**src/rtl/apb_master_bridge.sv**
```systemverilog
// apb_master_bridge: valid/ready command port to multi-slave APB4 master.
// Ports: pclk/presetn; cmd_* request in; rsp_* response out; APB4 bus (psel one-hot per slave).
module apb_master_bridge #(
  parameter int ADDR_WIDTH     = 32,
  parameter int DATA_WIDTH     = 32,
  parameter int NUM_SLAVES     = 4,
  parameter int TIMEOUT_CYCLES = 16,
  localparam int SEL_W  = (NUM_SLAVES > 1) ? $clog2(NUM_SLAVES) : 1,
  localparam int STRB_W = DATA_WIDTH / 8
) (
  input  logic                             pclk,
  input  logic                             presetn,
  input  logic                             cmd_valid,
  output logic                             cmd_ready,
  input  logic                             cmd_write,
  input  logic [SEL_W-1:0]                 cmd_sel,
  input  logic [ADDR_WIDTH-1:0]            cmd_addr,
  input  logic [DATA_WIDTH-1:0]            cmd_wdata,
  input  logic [STRB_W-1:0]                cmd_strb,
  input  logic [2:0]                       cmd_prot,
  output logic                             rsp_valid,
  input  logic                             rsp_ready,
  output logic [DATA_WIDTH-1:0]            rsp_rdata,
  output logic                             rsp_slverr,
  output logic                             rsp_timeout,
  output logic [NUM_SLAVES-1:0]            psel,
  output logic                             penable,
  output logic                             pwrite,
  output logic [ADDR_WIDTH-1:0]            paddr,
  output logic [DATA_WIDTH-1:0]            pwdata,
  output logic [STRB_W-1:0]                pstrb,
  output logic [2:0]                       pprot,
  input  logic [NUM_SLAVES*DATA_WIDTH-1:0] prdata,
  input  logic [NUM_SLAVES-1:0]            pready,
  input  logic [NUM_SLAVES-1:0]            pslverr
);

  localparam int CNT_W =
    (TIMEOUT_CYCLES > 0) ? $clog2(TIMEOUT_CYCLES + 1) : 1;
  localparam logic [SEL_W:0] LP_NS = (SEL_W + 1)'(NUM_SLAVES);
  localparam logic [CNT_W-1:0] LP_LAST = CNT_W'(TIMEOUT_CYCLES - 1);

  typedef enum logic [1:0] {
    S_IDLE,
    S_SETUP,
    S_ACCESS
  } state_t;

  state_t r_state, w_state_n;

  logic                  r_run;
  logic [SEL_W-1:0]      r_sel, w_sel_n;
  logic [CNT_W-1:0]      r_cnt, w_cnt_n;
  logic [NUM_SLAVES-1:0] r_psel, w_psel_n;
  logic                  r_penable, w_penable_n;
  logic                  r_pwrite, w_pwrite_n;
  logic [ADDR_WIDTH-1:0] r_paddr, w_paddr_n;
  logic [DATA_WIDTH-1:0] r_pwdata, w_pwdata_n;
  logic [STRB_W-1:0]     r_pstrb, w_pstrb_n;
  logic [2:0]            r_pprot, w_pprot_n;
  logic                  r_rsp_valid, w_rsp_valid_n;
  logic [DATA_WIDTH-1:0] r_rsp_rdata, w_rsp_rdata_n;
  logic                  r_rsp_slverr, w_rsp_slverr_n;
  logic                  r_rsp_timeout, w_rsp_timeout_n;

  logic                  w_pready;
  logic                  w_pslverr;
  logic [DATA_WIDTH-1:0] w_prdata;
  logic                  w_cmd_ready;
  logic                  w_accept;
  logic                  w_bad_sel;
  logic                  w_limit;

  always_comb begin
    w_pready  = 1'b0;
    w_pslverr = 1'b0;
    w_prdata  = '0;
    for (int i = 0; i < NUM_SLAVES; i++) begin
      if (r_sel == SEL_W'(i)) begin
        w_pready  = pready[i];
        w_pslverr = pslverr[i];
        w_prdata  = prdata[i*DATA_WIDTH +: DATA_WIDTH];
      end
    end
  end

  // r_run keeps cmd_ready low while presetn is asserted.
  assign w_cmd_ready = r_run && (r_state == S_IDLE)
                    && (!r_rsp_valid || rsp_ready);
  assign w_accept    = cmd_valid && w_cmd_ready;
  assign w_bad_sel   = ({1'b0, cmd_sel} >= LP_NS);
  assign w_limit     = (TIMEOUT_CYCLES > 0) && (r_cnt == LP_LAST);

  always_comb begin
    w_state_n       = r_state;
    w_sel_n         = r_sel;
    w_cnt_n         = r_cnt;
    w_psel_n        = r_psel;
    w_penable_n     = r_penable;
    w_pwrite_n      = r_pwrite;
    w_paddr_n       = r_paddr;
    w_pwdata_n      = r_pwdata;
    w_pstrb_n       = r_pstrb;
    w_pprot_n       = r_pprot;
    w_rsp_valid_n   = r_rsp_valid;
    w_rsp_rdata_n   = r_rsp_rdata;
    w_rsp_slverr_n  = r_rsp_slverr;
    w_rsp_timeout_n = r_rsp_timeout;

    if (r_rsp_valid && rsp_ready) begin
      w_rsp_valid_n = 1'b0;
    end

    unique case (r_state)
      S_IDLE: begin
        if (w_accept) begin
          w_sel_n = cmd_sel;
          if (w_bad_sel) begin
            w_rsp_valid_n   = 1'b1;
            w_rsp_rdata_n   = '0;
            w_rsp_slverr_n  = 1'b1;
            w_rsp_timeout_n = 1'b0;
          end else begin
            w_state_n  = S_SETUP;
            w_pwrite_n = cmd_write;
            w_paddr_n  = cmd_addr;
            w_pwdata_n = cmd_wdata;
            w_pstrb_n  = cmd_write ? cmd_strb : '0;
            w_pprot_n  = cmd_prot;
            for (int i = 0; i < NUM_SLAVES; i++) begin
              w_psel_n[i] = (cmd_sel == SEL_W'(i));
            end
          end
        end
      end
      S_SETUP: begin
        w_state_n   = S_ACCESS;
        w_penable_n = 1'b1;
        w_cnt_n     = '0;
      end
      S_ACCESS: begin
        // pready wins over a timeout landing on the same cycle.
        if (w_pready) begin
          w_state_n       = S_IDLE;
          w_psel_n        = '0;
          w_penable_n     = 1'b0;
          w_rsp_valid_n   = 1'b1;
          w_rsp_rdata_n   = r_pwrite ? '0 : w_prdata;
          w_rsp_slverr_n  = w_pslverr;
          w_rsp_timeout_n = 1'b0;
        end else if (w_limit) begin
          w_state_n       = S_IDLE;
          w_psel_n        = '0;
          w_penable_n     = 1'b0;
          w_rsp_valid_n   = 1'b1;
          w_rsp_rdata_n   = '0;
          w_rsp_slverr_n  = 1'b1;
          w_rsp_timeout_n = 1'b1;
        end else if (TIMEOUT_CYCLES > 0) begin
          w_cnt_n = r_cnt + CNT_W'(1);
        end
      end
      default: begin
        w_state_n = S_IDLE;
      end
    endcase
  end

  always_ff @(posedge pclk or negedge presetn) begin
    if (!presetn) begin
      r_state       <= S_IDLE;
      r_run         <= 1'b0;
      r_sel         <= '0;
      r_cnt         <= '0;
      r_psel        <= '0;
      r_penable     <= 1'b0;
      r_pwrite      <= 1'b0;
      r_paddr       <= '0;
      r_pwdata      <= '0;
      r_pstrb       <= '0;
      r_pprot       <= '0;
      r_rsp_valid   <= 1'b0;
      r_rsp_rdata   <= '0;
      r_rsp_slverr  <= 1'b0;
      r_rsp_timeout <= 1'b0;
    end else begin
      r_state       <= w_state_n;
      r_run         <= 1'b1;
      r_sel         <= w_sel_n;
      r_cnt         <= w_cnt_n;
      r_psel        <= w_psel_n;
      r_penable     <= w_penable_n;
      r_pwrite      <= w_pwrite_n;
      r_paddr       <= w_paddr_n;
      r_pwdata      <= w_pwdata_n;
      r_pstrb       <= w_pstrb_n;
      r_pprot       <= w_pprot_n;
      r_rsp_valid   <= w_rsp_valid_n;
      r_rsp_rdata   <= w_rsp_rdata_n;
      r_rsp_slverr  <= w_rsp_slverr_n;
      r_rsp_timeout <= w_rsp_timeout_n;
    end
  end

  assign cmd_ready   = w_cmd_ready;
  assign rsp_valid   = r_rsp_valid;
  assign rsp_rdata   = r_rsp_rdata;
  assign rsp_slverr  = r_rsp_slverr;
  assign rsp_timeout = r_rsp_timeout;
  assign psel        = r_psel;
  assign penable     = r_penable;
  assign pwrite      = r_pwrite;
  assign paddr       = r_paddr;
  assign pwdata      = r_pwdata;
  assign pstrb       = r_pstrb;
  assign pprot       = r_pprot;

endmodule

```
**config.mk**
```make
export PLATFORM = sky130hd
export DESIGN_NAME = apb_master_bridge
export DESIGN_NICKNAME = d
export VERILOG_FILES = /design/src/rtl/apb_master_bridge.sv
export SDC_FILE = /design/constraint.sdc
export NUM_CORES = 1
export LEC_CHECK = 0
export BUFFER_PORTS_ARGS = -buffer_cell sky130_fd_sc_hd__clkbuf_2
export CAP_MARGIN = 5
export CORE_AREA = 2 2 127 129
export DETAILED_ROUTE_END_ITERATION = 6
export DIE_AREA = 0 0 129 131
export PLACE_DENSITY = 0.79
export SYNTH_ARGS = -nofsm -noshare
export SYNTH_HDL_FRONTEND = slang
export SYNTH_SLANG_ARGS = --single-unit
```
**constraint.sdc**
```tcl
create_clock -name pclk -period 2.9 [get_ports pclk]
set_input_delay 0.29 -clock pclk [delete_from_list [all_inputs] [get_ports pclk]]
set_output_delay 0.29 -clock pclk [all_outputs]
set_load 0.01 [all_outputs]
```
**Word level (Yosys, flattened, before mapping)**

Cells that the tools add are included.

- Register bits: 122
- Bits of input ports: 214
- Word-level logic and storage cells: 84

- Add/sub/neg operators: 1
- Eq/ne operators: 13
- Mux-type cells: 37
- Reductions and logical operators: 18

Operators by type and width:

| kind | number |
|---|---|
| $mux W32 | 7 |
| $mux W1 | 17 |
| $mux W4 | 4 |
| $eq A2 B2 Y1 const B | 5 |
| $mux W5 | 2 |
| $pmux W5 S2 | 1 |
| $pmux W4 S2 | 1 |
| $reduce_and A2 Y1 | 4 |
| $eq A2 B1 Y1 const B | 3 |
| $logic_not A2 Y1 | 3 |
| $mux W2 | 3 |
| $ne A2 B2 Y1 const B | 3 |
| $pmux W2 S3 | 1 |
| $reduce_and A3 Y1 | 2 |
| $reduce_bool A2 Y1 | 3 |
| $add A5 B1 Y5 const B | 1 |
| $eq A5 B4 Y1 const B | 1 |
| $logic_and A1 B1 Y1 | 4 |
| $ne A3 B3 Y1 const B | 1 |
| $pmux W1 S2 | 1 |
| $logic_not A1 Y1 | 1 |
| $logic_or A1 B1 Y1 | 1 |

**Longest topological paths before layout**

Gate-level depths: netlist of the first run.

- Depth after elaboration: 7
- Depth in mapped cells: 9
- Depth with buffers taken out: 7

**Worst setup path before layout of the first run**

Ideal clock, no wire load.

- Path kind: reg-to-reg
- Start point: register r_cnt[0]
- End point: register r_cnt[2]
- Library setup time: 126 ps
- Arrival time: 2,026 ps
- Required time: 2,774 ps
- Slack: 748 ps
- Cell stages (with the launch flop): 8
- Path through: dfrtp_1 ha_1 and3_1 ha_1 or4b_1 o32a_4 buf_6 a311o_1

- Cells in the longest elaborated chain, start to end: 4
- Elaborated cells between the ends (all ways): 7

RTL lines:

| element | line | source |
|---|---|---|
| start, declared | 53 | `logic [CNT_W-1:0] r_cnt, w_cnt_n;` |
| start signal, assigned | 190 | `r_cnt <= w_cnt_n;` |
| $add A5 B1 Y5 | 160 | `w_cnt_n = r_cnt + CNT_W'(1);` |
| $mux W5 | 151 | `end else if (w_limit) begin` |
| $mux W5 | 143 | `if (w_pready) begin` |
| $pmux W5 S2 | 114 | `unique case (r_state)` |

Parallel ways exist; a longest one is shown, timed or not. The select of a mux whose other input is x is not followed.
A chain may end at the register's enable or synchronous reset.

**Worst setup path after layout of the first run**

- Start point: register r_cnt[0]
- End point: register r_rsp_rdata[6], in the netlist rsp_rdata[6]

- Cells in the longest elaborated chain, start to end: 3

RTL lines:

| element | line | source |
|---|---|---|
| $eq A5 B4 Y1 | 92 | `assign w_limit = (TIMEOUT_CYCLES > 0) && (r_cnt == LP_LAST);` |
| $reduce_bool A2 Y1 (no line) | n/a |  |
| $reduce_and A2 Y1 (no line) | n/a |  |
| end signal, assigned | 199 | `r_rsp_rdata <= w_rsp_rdata_n;` |
| end, declared | 62 | `logic [DATA_WIDTH-1:0] r_rsp_rdata, w_rsp_rdata_n;` |

No other way between the ends.

==> key figures, run 1 <==
Status
  • Run status: complete, no violations

Setup path
  • Crit Path Class: flop to flop
  • Critical Path Most Common Cell: ha_1
  • Worst R2R Start: r_cnt[0]$_DFFE_PN0P_
  • Critical Path AT: 2.55 ns
  • Max Fanout on Critical Path: 33
  • Critical Path RT: 3.24 ns
  • Critical path, cell by cell: ha_1 > and3_1 > ha_1 > or2_2 > o221ai_4 > buf_4 > a22o_1
  • Slowest CP cell: dfrtp_1
  • CP Capture Type: flop
  • Setup crit start kind: flop
  • CP startpoint: r_cnt[0]$_DFFE_PN0P_
  • CP peak stage delay: roughly 0.41 ns

Pwr
  • P per Cell Area: 1090 nW/µm²
  • Lkg Pwr: 4.09 nW
  • Maximum vdd ir drop: ~0.44 mV

CTS
  • H-Tree Depth: 4
  • Worst-case clock buffer depth: 2
  • CTS tree: built
  • Cts repair resizes: 0
  • Root Buffer: clkbuf_16
  • Worst-path clk slew: 0.06 ns
  • TritonCTS buffer count: 17
  • CTS Sinks: between 100 and 150
  • Clk_lat worst skew: 0.41 ns

Cells and area
  • # fillers: 1,382
  • Layout cells sized above 1: 68.8%
  • Nets: 899
  • Area Overhead vs Synth: 48.3%
  • Diodes inserted: 0

Global routing
  • GRT Util Overall: 16.5%
  • Global-route wire length before repair: 21,100 µm
  • Largest net degree at the start of global routing: 62
  • Total gr overflow: 0
  • Initial antenna violation count: 0
  • Vias in the first global route: 4,206

Floorplanning
  • Starting Density: 34.9%
  • Die H: between 100 and 150 µm
  • DIE WIDTH: 129 µm
  • Rows: 46
  • Die ar.: roughly 17,000 µm²
  • Core footprint: 15,600 µm²
  • Ports: 327

Synthesis
  • Synth warn: 0
  • Mapped Nets: between 500 and 600
  • Synth top cells by count: 122 x dfrtp_1, 71 x mux2_2, 34 x mux4_2
  • Most frequent cell after synthesis: dfrtp_1
  • Biggest area consumer among synthesized cells: dfrtp_1
  • Seq/Total Area, Yosys: 56.1%
  • Mapped Avg Cell Area: around 15 µm²
  • Flip-flop and latch count after synthesis: 122
  • Post-Syn Area: 5440 µm²
  • Main area contributors after synthesis: dfrtp_1 56%, mux2_2 15%, mux4_2 14%, a22o_1 5.2%, buf_2 1.1%
  • Post-synth EDFFs: 0
  • Post-synthesis cell count: 352
  • Prevailing post-synth register cell: dfrtp_1
  • Distinct cells, synth: 31
  • Yosys top cell area share: ~56%
  • FFs w/ async S/R, synth: between 90% and 100%

Placement
  • HPWL Detailed: roughly 11,000 µm
  • Number of buffers added on ports: 326
  • Routability-driven placement congestion ratio: 0.794

Detailed routing
  • Antenna Nets Post-Route: 0
  • Vias per cell: about 4.7
  • Vias: ~4.3k
  • 1st-pass router iterations: 4
  • Final wirelength: 14,300 µm
  • Avg WL per Cell: 15.7 µm
  • Starting DRT DRC Count: 126
  • Residual DRC: 0

Min path
  • HP Start: cmd_addr[19]
  • Hold Crit Class: input port to flop

Timing
  • Fin. max-slew vios: 0
  • Max-Slew Margin vs Limit: 47.2%
  • Endpoints failing setup: 0
  • Layout Skew: 0.00547 ns
  • Hold Worst Slack: approximately 0.11 ns
  • Worst-Margin Slew: 0.792 ns
  • Fmax: 0.454 GHz
  • Setup TNS Final: 0 ns
  • Unrepaired setup endpoints after global routing: false
  • Final hold vios: 0
  • Min Tclk post-route: 2.20 ns
  • Part of the cycle the worst path needs: 76.0%

Flow run
  • Max cap viols: 0
-- critical path, delay by kind of cell (launching register included) --
kind                     cells  cell delay, ns
adder cells (fa/ha/maj)      2            0.43
flip-flops                   1            0.41
buffers and inverters        1            0.38
AND/OR/NAND/NOR              2            0.47
AO/OA/AOI/OAI                2            0.43
-- layout by cell type, fill, tap and decap left out, drive strengths merged --
master,count
a21oi,3
a22o,32
a311o,1
and3,2
buf,11
bufinv,7
clkbuf,346
clkinv,2
clkinvlp,1
conb,1
dfrtp,122
dlygate4sd3,1
ha,2
inv,5
mux2,72
mux2i,1
mux4,34
nand2,14
nand2b,5
nand3,7
nand4,1
nor2,3
nor2b,1
nor3b,3
o211ai,2
o21ai,9
o221ai,1
o22ai,1
o31ai,3
o32a,1
or2,1
or4b,1
-- final cells by class --
type                    instances  area [µm²]  area share [%]
flip-flops and latches        122        3050            37.9
multi-input cells             201        2260            28.0
repair buffers                337        1750            21.7
clock buffers                  21         480            5.96
well taps                     216         270            3.35
clock inverters                11         236            2.93
inverters                       4        15.0           0.186
-- layer usage --
metal	global-route usage, %	up-vias	wire [µm]
met2	29.8	207	7650
met5	0	-	0
met3	4.40	22	899
met1	18.5	2085	5470
li1	-	2014	-
met4	6.78	0	290
-- logic make-up after synthesis --
| kind of cell | Yosys count | share of synthesized area, % |
|---|---|---|
| compound gates | 53 | 7.93 |
| fa+ha+maj | 2 | 0.460 |
| buf+inv | 29 | 2.62 |
| flops | 122 | 56.1 |
| mux | 107 | 29.2 |
| other cells | 1 | 0.0689 |
| simple gates | 38 | 3.56 |
-- what timing repair did --
| action | 4_1_cts | 5_1_grt |
|---|---|---|
| setup buffers | 0 | 0 |
| hold buffers | 1 | 0 |
| endpoints found under the hold margin | 40 | 0 |
-- flip-flops by register name, summed over array words and instances, names as in the netlist, 2 cells and up --
| register | count |
|---|---|
| r_cnt | 5 |
| r_state | 2 |
| pstrb | 4 |
| paddr | 32 |
| rsp_rdata | 32 |
| r_sel | 2 |
| psel | 4 |
| pwdata | 32 |
| pprot | 3 |
-- where the power goes --
part	internal (mW)	switching, mW
clock	1.79	0.731
sequential	2.50	0.454
combinational	1.77	1.57
total	6.06	2.75
-- per-stage QoR --
step	instance area (µm²)	instances	util (%)	worst slack, ns	power (mW)
final	8070	912	51.7	0.696	8.81
after global routing	8070	912	51.7	0.565	9.35
after CTS	8050	911	51.6	0.628	8.94
after detailed placement	7320	878	47.0	0.652	6.38
after global placement	7320	878	47.0	0.711	6.27
after floorplan	5440	352	-	0.748	5.02
-- path summary, 6_finish.rpt --
path / to / slack (ns) / cells past startpoint
setup / recovery: rsp_rdata[6]$_DFFE_PN0P_ / 0.70 / 7
hold / removal: paddr[19]$_DFFE_PN0P_ / 0.11 / 2
setup reg to reg: rsp_rdata[6]$_DFFE_PN0P_ / 0.70 / 7
hold reg to reg: pstrb[1]$_DFFE_PN0P_ / 0.48 / 2
max in group asynchronous: paddr[9]$_DFFE_PN0P_ / 1.68 / 3
min in group asynchronous: pwdata[29]$_DFFE_PN0P_ / 0.50 / 2
Note: power is estimated with default switching activity, not from simulation.
==> run 2: changes to the inputs <==
--- a/config.mk
+++ b/config.mk
@@ -7,10 +7,10 @@
 export LEC_CHECK = 0
 export BUFFER_PORTS_ARGS = -buffer_cell sky130_fd_sc_hd__clkbuf_2
 export CAP_MARGIN = 5
-export CORE_AREA = 2 2 127 129
+export CORE_AREA = 2 2 125 127
 export DETAILED_ROUTE_END_ITERATION = 6
-export DIE_AREA = 0 0 129 131
-export PLACE_DENSITY = 0.79
+export DIE_AREA = 0 0 127 129
+export PLACE_DENSITY = 0.84
 export SYNTH_ARGS = -nofsm -noshare
 export SYNTH_HDL_FRONTEND = slang
 export SYNTH_SLANG_ARGS = --single-unit
==> constraint.sdc (replaced) <==
create_clock -name pclk -period 1.77 [get_ports pclk]
set_input_delay 0.177 -clock pclk [delete_from_list [all_inputs] [get_ports pclk]]
set_output_delay 0.177 -clock pclk [all_outputs]
set_load 0.01 [all_outputs]
==> run 2 against run 1 <==
Net effect: the run now ends with negative setup slack left; first-iteration DRC count grew 81%; register-to-register slack got worse by 0.98 ns; combinational power rose by 90%; die area decreased by 3.1%; sequential power rose by 66%; total power grew 69%; critical path depth did not move.
==> key figures, run 2 (synthesized netlist as in run 1, its figures left out) <==
Placement
  • DP Area: between 7000 and 8000 µm²
  • Routability-driven placement congestion ratio: 0.768
  • Post-place setup slack: -0.332 ns
  • Number of buffers added on ports: between 300 and 400
  • HPWL Detailed: 11,800 µm
  • Placed Cells: approximately 860

Cells and area
  • Area Overhead vs Synth: 65.2%
  • End-of-flow core utilization: 60.0%
  • Diodes inserted: 0
  • Most frequent cells in the layout: 325 x clkbuf_2, 120 x dfrtp_1, 71 x mux2_2
  • Commonest non-fill, non-tap cell in the layout: clkbuf_2
  • Sequential cell area: 3060 µm²
  • Footprint of the multi-input gates: 2360 µm²
  • # fillers: 1,170
  • Nets: 986
  • Fin area: roughly 9000 µm²
  • Layout cells sized above 1: 65.3%
  • Non-Filler Instances: between 900 and 1k

Timing
  • Endpoints failing setup: 44
  • Layout Skew: 0.00715 ns
  • Unrepaired setup endpoints after global routing: true
  • Fmax: 0.486 GHz
  • Min Tclk post-route: 2.06 ns
  • Fin. max-slew vios: 0
  • Min setup slack post-route: -0.286 ns
  • Part of the cycle the worst path needs: 116%
  • Final hold vios: 0
  • Hold Worst Slack: 0.0269 ns
  • Setup TNS Final: -7.01 ns

Pwr
  • Lkg Pwr: 4.48 nW
  • Power Total: 14.9 mW
  • Switching portion of total power: approximately a third
  • P per Cell Area: 1660 nW/µm²
  • Clock share of power: around a quarter
  • Pint: 9.95 mW
  • Combinational cell fraction of total power: 42.5%
  • Power share of the sequential group: 32.9%
  • Maximum vdd ir drop: 1.22 mV
  • Psw: approximately 4.9 mW

Setup path
  • Slowest CP cell: or4b_4
  • Max Fanout on Critical Path: 6
  • Critical Path AT: ~2.3 ns
  • Critical path, cell by cell: ha_2 > and3_4 > ha_4 > or4b_4 > o32a_4 > o211ai_1 > o31ai_1
  • CP peak stage delay: 0.48 ns
  • Setup crit start kind: flop
  • CP Capture Type: flop
  • Critical Path RT: 2.05 ns
  • Crit Path Class: flop to flop

CTS
  • H-Tree Depth: 4
  • Root Buffer: clkbuf_16
  • TritonCTS buffer count: 17
  • Worst-case clock buffer depth: 2
  • Clk_lat worst skew: 0.41 ns
  • CTS Sinks: 122
  • CTS tree: built
  • Worst-path clk slew: 0.05 ns

Detailed routing
  • Avg WL per Cell: 18.2 µm
  • Starting DRT DRC Count: 228
  • Vias: ~5k
  • Final wirelength: 17,700 µm
  • Antenna Nets Post-Route: 0
  • 1st-pass router iterations: 4
  • Residual DRC: 0
  • Vias per cell: 5.05

Global routing
  • Global-route wire length before repair: around 27,000 µm
  • Vias in the first global route: 5,155
  • Largest net degree at the start of global routing: 72
  • Initial antenna violation count: 0
  • Total gr overflow: 0
  • GRT Util Overall: 21.9%

Floorplanning
  • Rows: 45
  • Core footprint: around 15,000 µm²
  • Starting Density: 36.3%
  • DIE WIDTH: 127 µm
  • Die ar.: around 16,000 µm²
  • Die H: 129 µm
  • Ports: 327

Flow run
  • Max cap viols: 0

Min path
  • Hold Crit Class: input port to flop

Status
  • Run status: complete, but fails checks
  • Failing checks: negative setup slack
[run 2: cell types whose count changed in the layout (fill, tap and decap cells not counted), moves of 2 or more]
cell and change:
dlygate4sd3_1 +68, buf_4 +6, buf_6 +5, nand3_1 -5, nand3_2 +5, buf_12 +4
o21ai_0 -4, o21ai_1 +4, buf_16 +3, bufinv_16 -3, clkinv_4 +3, clkbuf_1 +2
clkbuf_8 -2, ha_1 -2
[run 2: power by group through the flow]
| stage | registers (mW) | logic, mW | clock network (mW) |
|---|---|---|---|
| floorplan | 5.35 | 2.92 | 0 |
| global placement | 4.83 | 5.63 | 0 |
| detailed placement | 4.89 | 5.79 | 0 |
| CTS | 4.86 | 6.27 | 3.75 |
| global route | 5.06 | 6.79 | 3.91 |
| finish | 4.90 | 6.33 | 3.66 |
[run 2: layer usage]
layer	share of wire (%)	vias up	global-route usage (%)
li1	-	2185	-
met1	37	2438	24.5
met2	52	236	38.6
met3	8.0	44	7.94
met4	2.7	0	8.34
met5	0	-	0
[run 2: final cells by class]
cell class                      count  area share [%]
Clock inverter                     11            1.88
Sequential cell                   122            34.0
Timing Repair Buffer              423            30.0
Multi-Input combinational cell    202            26.2
Tap cell                          188            2.62
Clock buffer                       21            5.12
Inverter                            4           0.167
[run 2: final timing paths]
path / start / end / slack [ns] / depth (start not counted)
worst max-delay path: r_cnt[0]$_DFFE_PN0P_ / r_cnt[3]$_DFFE_PN0P_ / -0.29 / 7
worst min-delay path: cmd_sel[0] / psel[0]$_DFFE_PN0P_ / 0.03 / 2
worst max register to register: r_cnt[0]$_DFFE_PN0P_ / r_cnt[3]$_DFFE_PN0P_ / -0.29 / 7
worst min register to register: pstrb[2]$_DFFE_PN0P_ / pstrb[2]$_DFFE_PN0P_ / 0.48 / 2
max in group asynchronous: presetn / pprot[0]$_DFFE_PN0P_ / 1.09 / 3
min in group asynchronous: presetn / rsp_rdata[23]$_DFFE_PN0P_ / 0.31 / 3
[run 2: critical path: cells and delay by family (launching register included)]
family                   cells  cell delay (ns)
AO/OA/AOI/OAI                3             0.57
adder cells (fa/ha/maj)      2             0.35
flip-flops                   1             0.38
AND/OR/NAND/NOR              2             0.63
[run 2: what timing repair did]
action,in CTS,in global routing
pin swaps,29,8
hold buffers,68,1
setup endpoints to repair,92,117
hold endpoints to repair,189,1
gates resized for setup,18,11
cloned,4,0
buffers inserted,5,2
==> run 3: changes to the inputs <==
--- a/config.mk
+++ b/config.mk
@@ -10,7 +10,9 @@
 export CORE_AREA = 2 2 125 127
 export DETAILED_ROUTE_END_ITERATION = 6
 export DIE_AREA = 0 0 127 129
+export GPL_TIMING_DRIVEN = 0
 export PLACE_DENSITY = 0.84
+export RECOVER_POWER = 100
 export SYNTH_ARGS = -nofsm -noshare
 export SYNTH_HDL_FRONTEND = slang
 export SYNTH_SLANG_ARGS = --single-unit
==> run 3 against run 2 <==
Net effect: the flow still finishes with violations (negative setup slack); via count down 0.20%; die area unchanged; combinational power down 3.8%; clock-buffer cell count up 2; setup slack worse by 0.043 ns; cell area down 2.9%; global-route usage down 0.069 points; register-to-register slack worse by 0.04 ns; critical path type unchanged; largest cell class unchanged.
==> key figures, run 3 (synthesized netlist as in run 1, its figures left out) <==
Status
  • Run status: complete, but fails checks
  • Failing checks: negative setup slack

Pwr
  • Psw: 4.93 mW
  • Pint: 9.33 mW
  • Clock share of power: 23.2%
  • Power Total: ~14 mW
  • Power share of the sequential group: about a third
  • Combinational cell fraction of total power: a little over two fifths
  • P per Cell Area: between 1500 and 2000 nW/µm²
  • Switching portion of total power: 34.6%
  • Lkg Pwr: 4.11 nW
  • Maximum vdd ir drop: 0.681 mV

Cells and area
  • Fin area: slightly below 9000 µm²
  • # fillers: 1,258
  • Diodes inserted: 0
  • Area Overhead vs Synth: 60.4%
  • Nets: 994
  • Commonest non-fill, non-tap cell in the layout: clkbuf_2
  • Layout cells sized above 1: 52.7%
  • End-of-flow core utilization: 58.3%
  • Most frequent cells in the layout: 219 x clkbuf_2, 120 x dfrtp_1, 119 x clkbuf_1

Min path
  • HP Start: cmd_strb[2]
  • Hold Path Depth: 3
  • Hold path endpoint: pstrb[2]$_DFFE_PN0P_
  • Hold Crit Class: input port to flop

Detailed routing
  • Vias per cell: 5.00
  • Vias: 4,893
  • Antenna Nets Post-Route: 0
  • Residual DRC: 0
  • Final wirelength: 17,800 µm
  • 1st-pass router iterations: 4
  • Starting DRT DRC Count: 133
  • Avg WL per Cell: 18.2 µm

Placement
  • DP Area: 7380 µm²
  • Number of buffers added on ports: 326
  • Routability-driven placement congestion ratio: 0.804
  • Post-place setup slack: -0.446 ns
  • HPWL Detailed: 12,800 µm

Floorplanning
  • Starting Density: 36.3%
  • Die ar.: 16,400 µm²
  • Rows: 45
  • Ports: 327
  • Core footprint: 15,000 µm²
  • Die H: about 130 µm
  • DIE WIDTH: about 130 µm

Timing
  • Fin. max-slew vios: 0
  • Min Tclk post-route: around 2.1 ns
  • Part of the cycle the worst path needs: 119%
  • Max-Slew Margin vs Limit: 6.74%
  • Layout Skew: 0.00896 ns
  • Endpoints failing setup: 44
  • Fmax: around 0.48 GHz
  • Worst-Margin Slew: 1.40 ns
  • Unrepaired setup endpoints after global routing: true
  • Min setup slack post-route: -0.328 ns
  • Final hold vios: 0

CTS
  • CTS Sinks: 122
  • Root Buffer: clkbuf_16
  • TritonCTS buffer count: 17
  • Worst-case clock buffer depth: 2
  • Clk_lat worst skew: 0.41 ns
  • H-Tree Depth: 4
  • Worst-path clk slew: approximately 0.05 ns
  • CTS tree: built

Setup path
  • CP Capture Type: flop
  • Critical Path RT: 2.05 ns
  • Worst Reg-to-Reg Cells: 7
  • Critical Path AT: 2.38 ns
  • CP startpoint: r_cnt[0]$_DFFE_PN0P_
  • R2r setup slk: -0.33 ns
  • FF-to-FF End: r_cnt[2]$_DFFE_PN0P_
  • Worst R2R Start: r_cnt[0]$_DFFE_PN0P_
  • Max Fanout on Critical Path: 5
  • Crit Path Class: flop to flop
  • Setup crit start kind: flop

Global routing
  • Global-route wire length before repair: 27,300 µm
  • Largest net degree at the start of global routing: slightly below 70
  • Vias in the first global route: 5,167
  • GRT Util Overall: between 20% and 30%
  • Initial antenna violation count: 0
  • Total gr overflow: 0

Flow run
  • Max cap viols: 0
-- run 3: cell type report --
cell class / instances / area, µm² / share of cell area, %
plain buffers: 24 / 181 / 2.08
clock buffers: 23 / 468 / 5.36
clock inverters: 8 / 95.1 / 1.09
inverters: 4 / 15.0 / 0.172
multi-input cells: 201 / 2360 / 27.1
flip-flops and latches: 122 / 3060 / 35.0
well taps: 188 / 235 / 2.70
repair buffers: 408 / 2310 / 26.5
-- run 3: repair_timing --
| action | in CTS | in global routing |
|---|---|---|
| pin swaps | 38 | 5 |
| setup buffers | 13 | 6 |
| hold endpoints to repair | 110 | 2 |
| hold buffers | 57 | 2 |
| endpoints found under the setup margin | 120 | 93 |
| gates cloned | 4 | 0 |
| gates resized for setup | 36 | 25 |
-- run 3: power groups by stage --
stage | clock network, mW | logic, mW | registers (mW)
2_1_floorplan | 0 | 2.92 | 5.35
3_3_place_gp | 0 | 5.62 | 4.79
3_5_place_dp | 0 | 5.79 | 4.86
4_1_cts | 3.37 | 6.28 | 4.85
5_1_grt | 3.52 | 6.56 | 5.01
6_report | 3.31 | 6.09 | 4.86
-- run 3: per-layer routing --
layer / up-vias / global-route usage, % / part of all wire [%]
met4: 0 / 5.75 / 1.8
met1: 2446 / 24.7 / 39
li1: 2200 / - / -
met2: 218 / 39.8 / 52
met5: - / 0 / 0
met3: 29 / 7.28 / 7.1
-- run 3: through the flow --
step / setup TNS [ns] / cells / hold slack, ns
floorplan: -1.63 / 352 / -0.119
global placement: -179.21 / 866 / 0.409
detailed placement: -23.21 / 867 / 0.168
CTS: -9.16 / 971 / 0.000560
global route: -21.03 / 978 / 0.00169
finish: -9.32 / 978 / 0.00668
-- run 3: worst max-delay path by stage --
stage,endpoint,slack (ns),depth (start not counted)
final,r_cnt[2]$_DFFE_PN0P_,-0.33,7
after global routing,r_cnt[3]$_DFFE_PN0P_,-0.41,8
after CTS,r_cnt[2]$_DFFE_PN0P_,-0.32,7
after detailed placement,r_cnt[2]$_DFFE_PN0P_,-0.45,7
after global placement,pprot[0]$_DFFE_PN0P_,-1.30,1
after floorplan,r_cnt[2]$_DFFE_PN0P_,-0.35,7
-- run 3: worst max-delay path: stages (launching register included) --
cell	delay [ns]
dfrtp_1	0.38
ha_2	0.20
and3_4	0.16
ha_4	0.16
or4b_4	0.47
o32a_4	0.21
buf_6	0.13
a311o_1	0.26
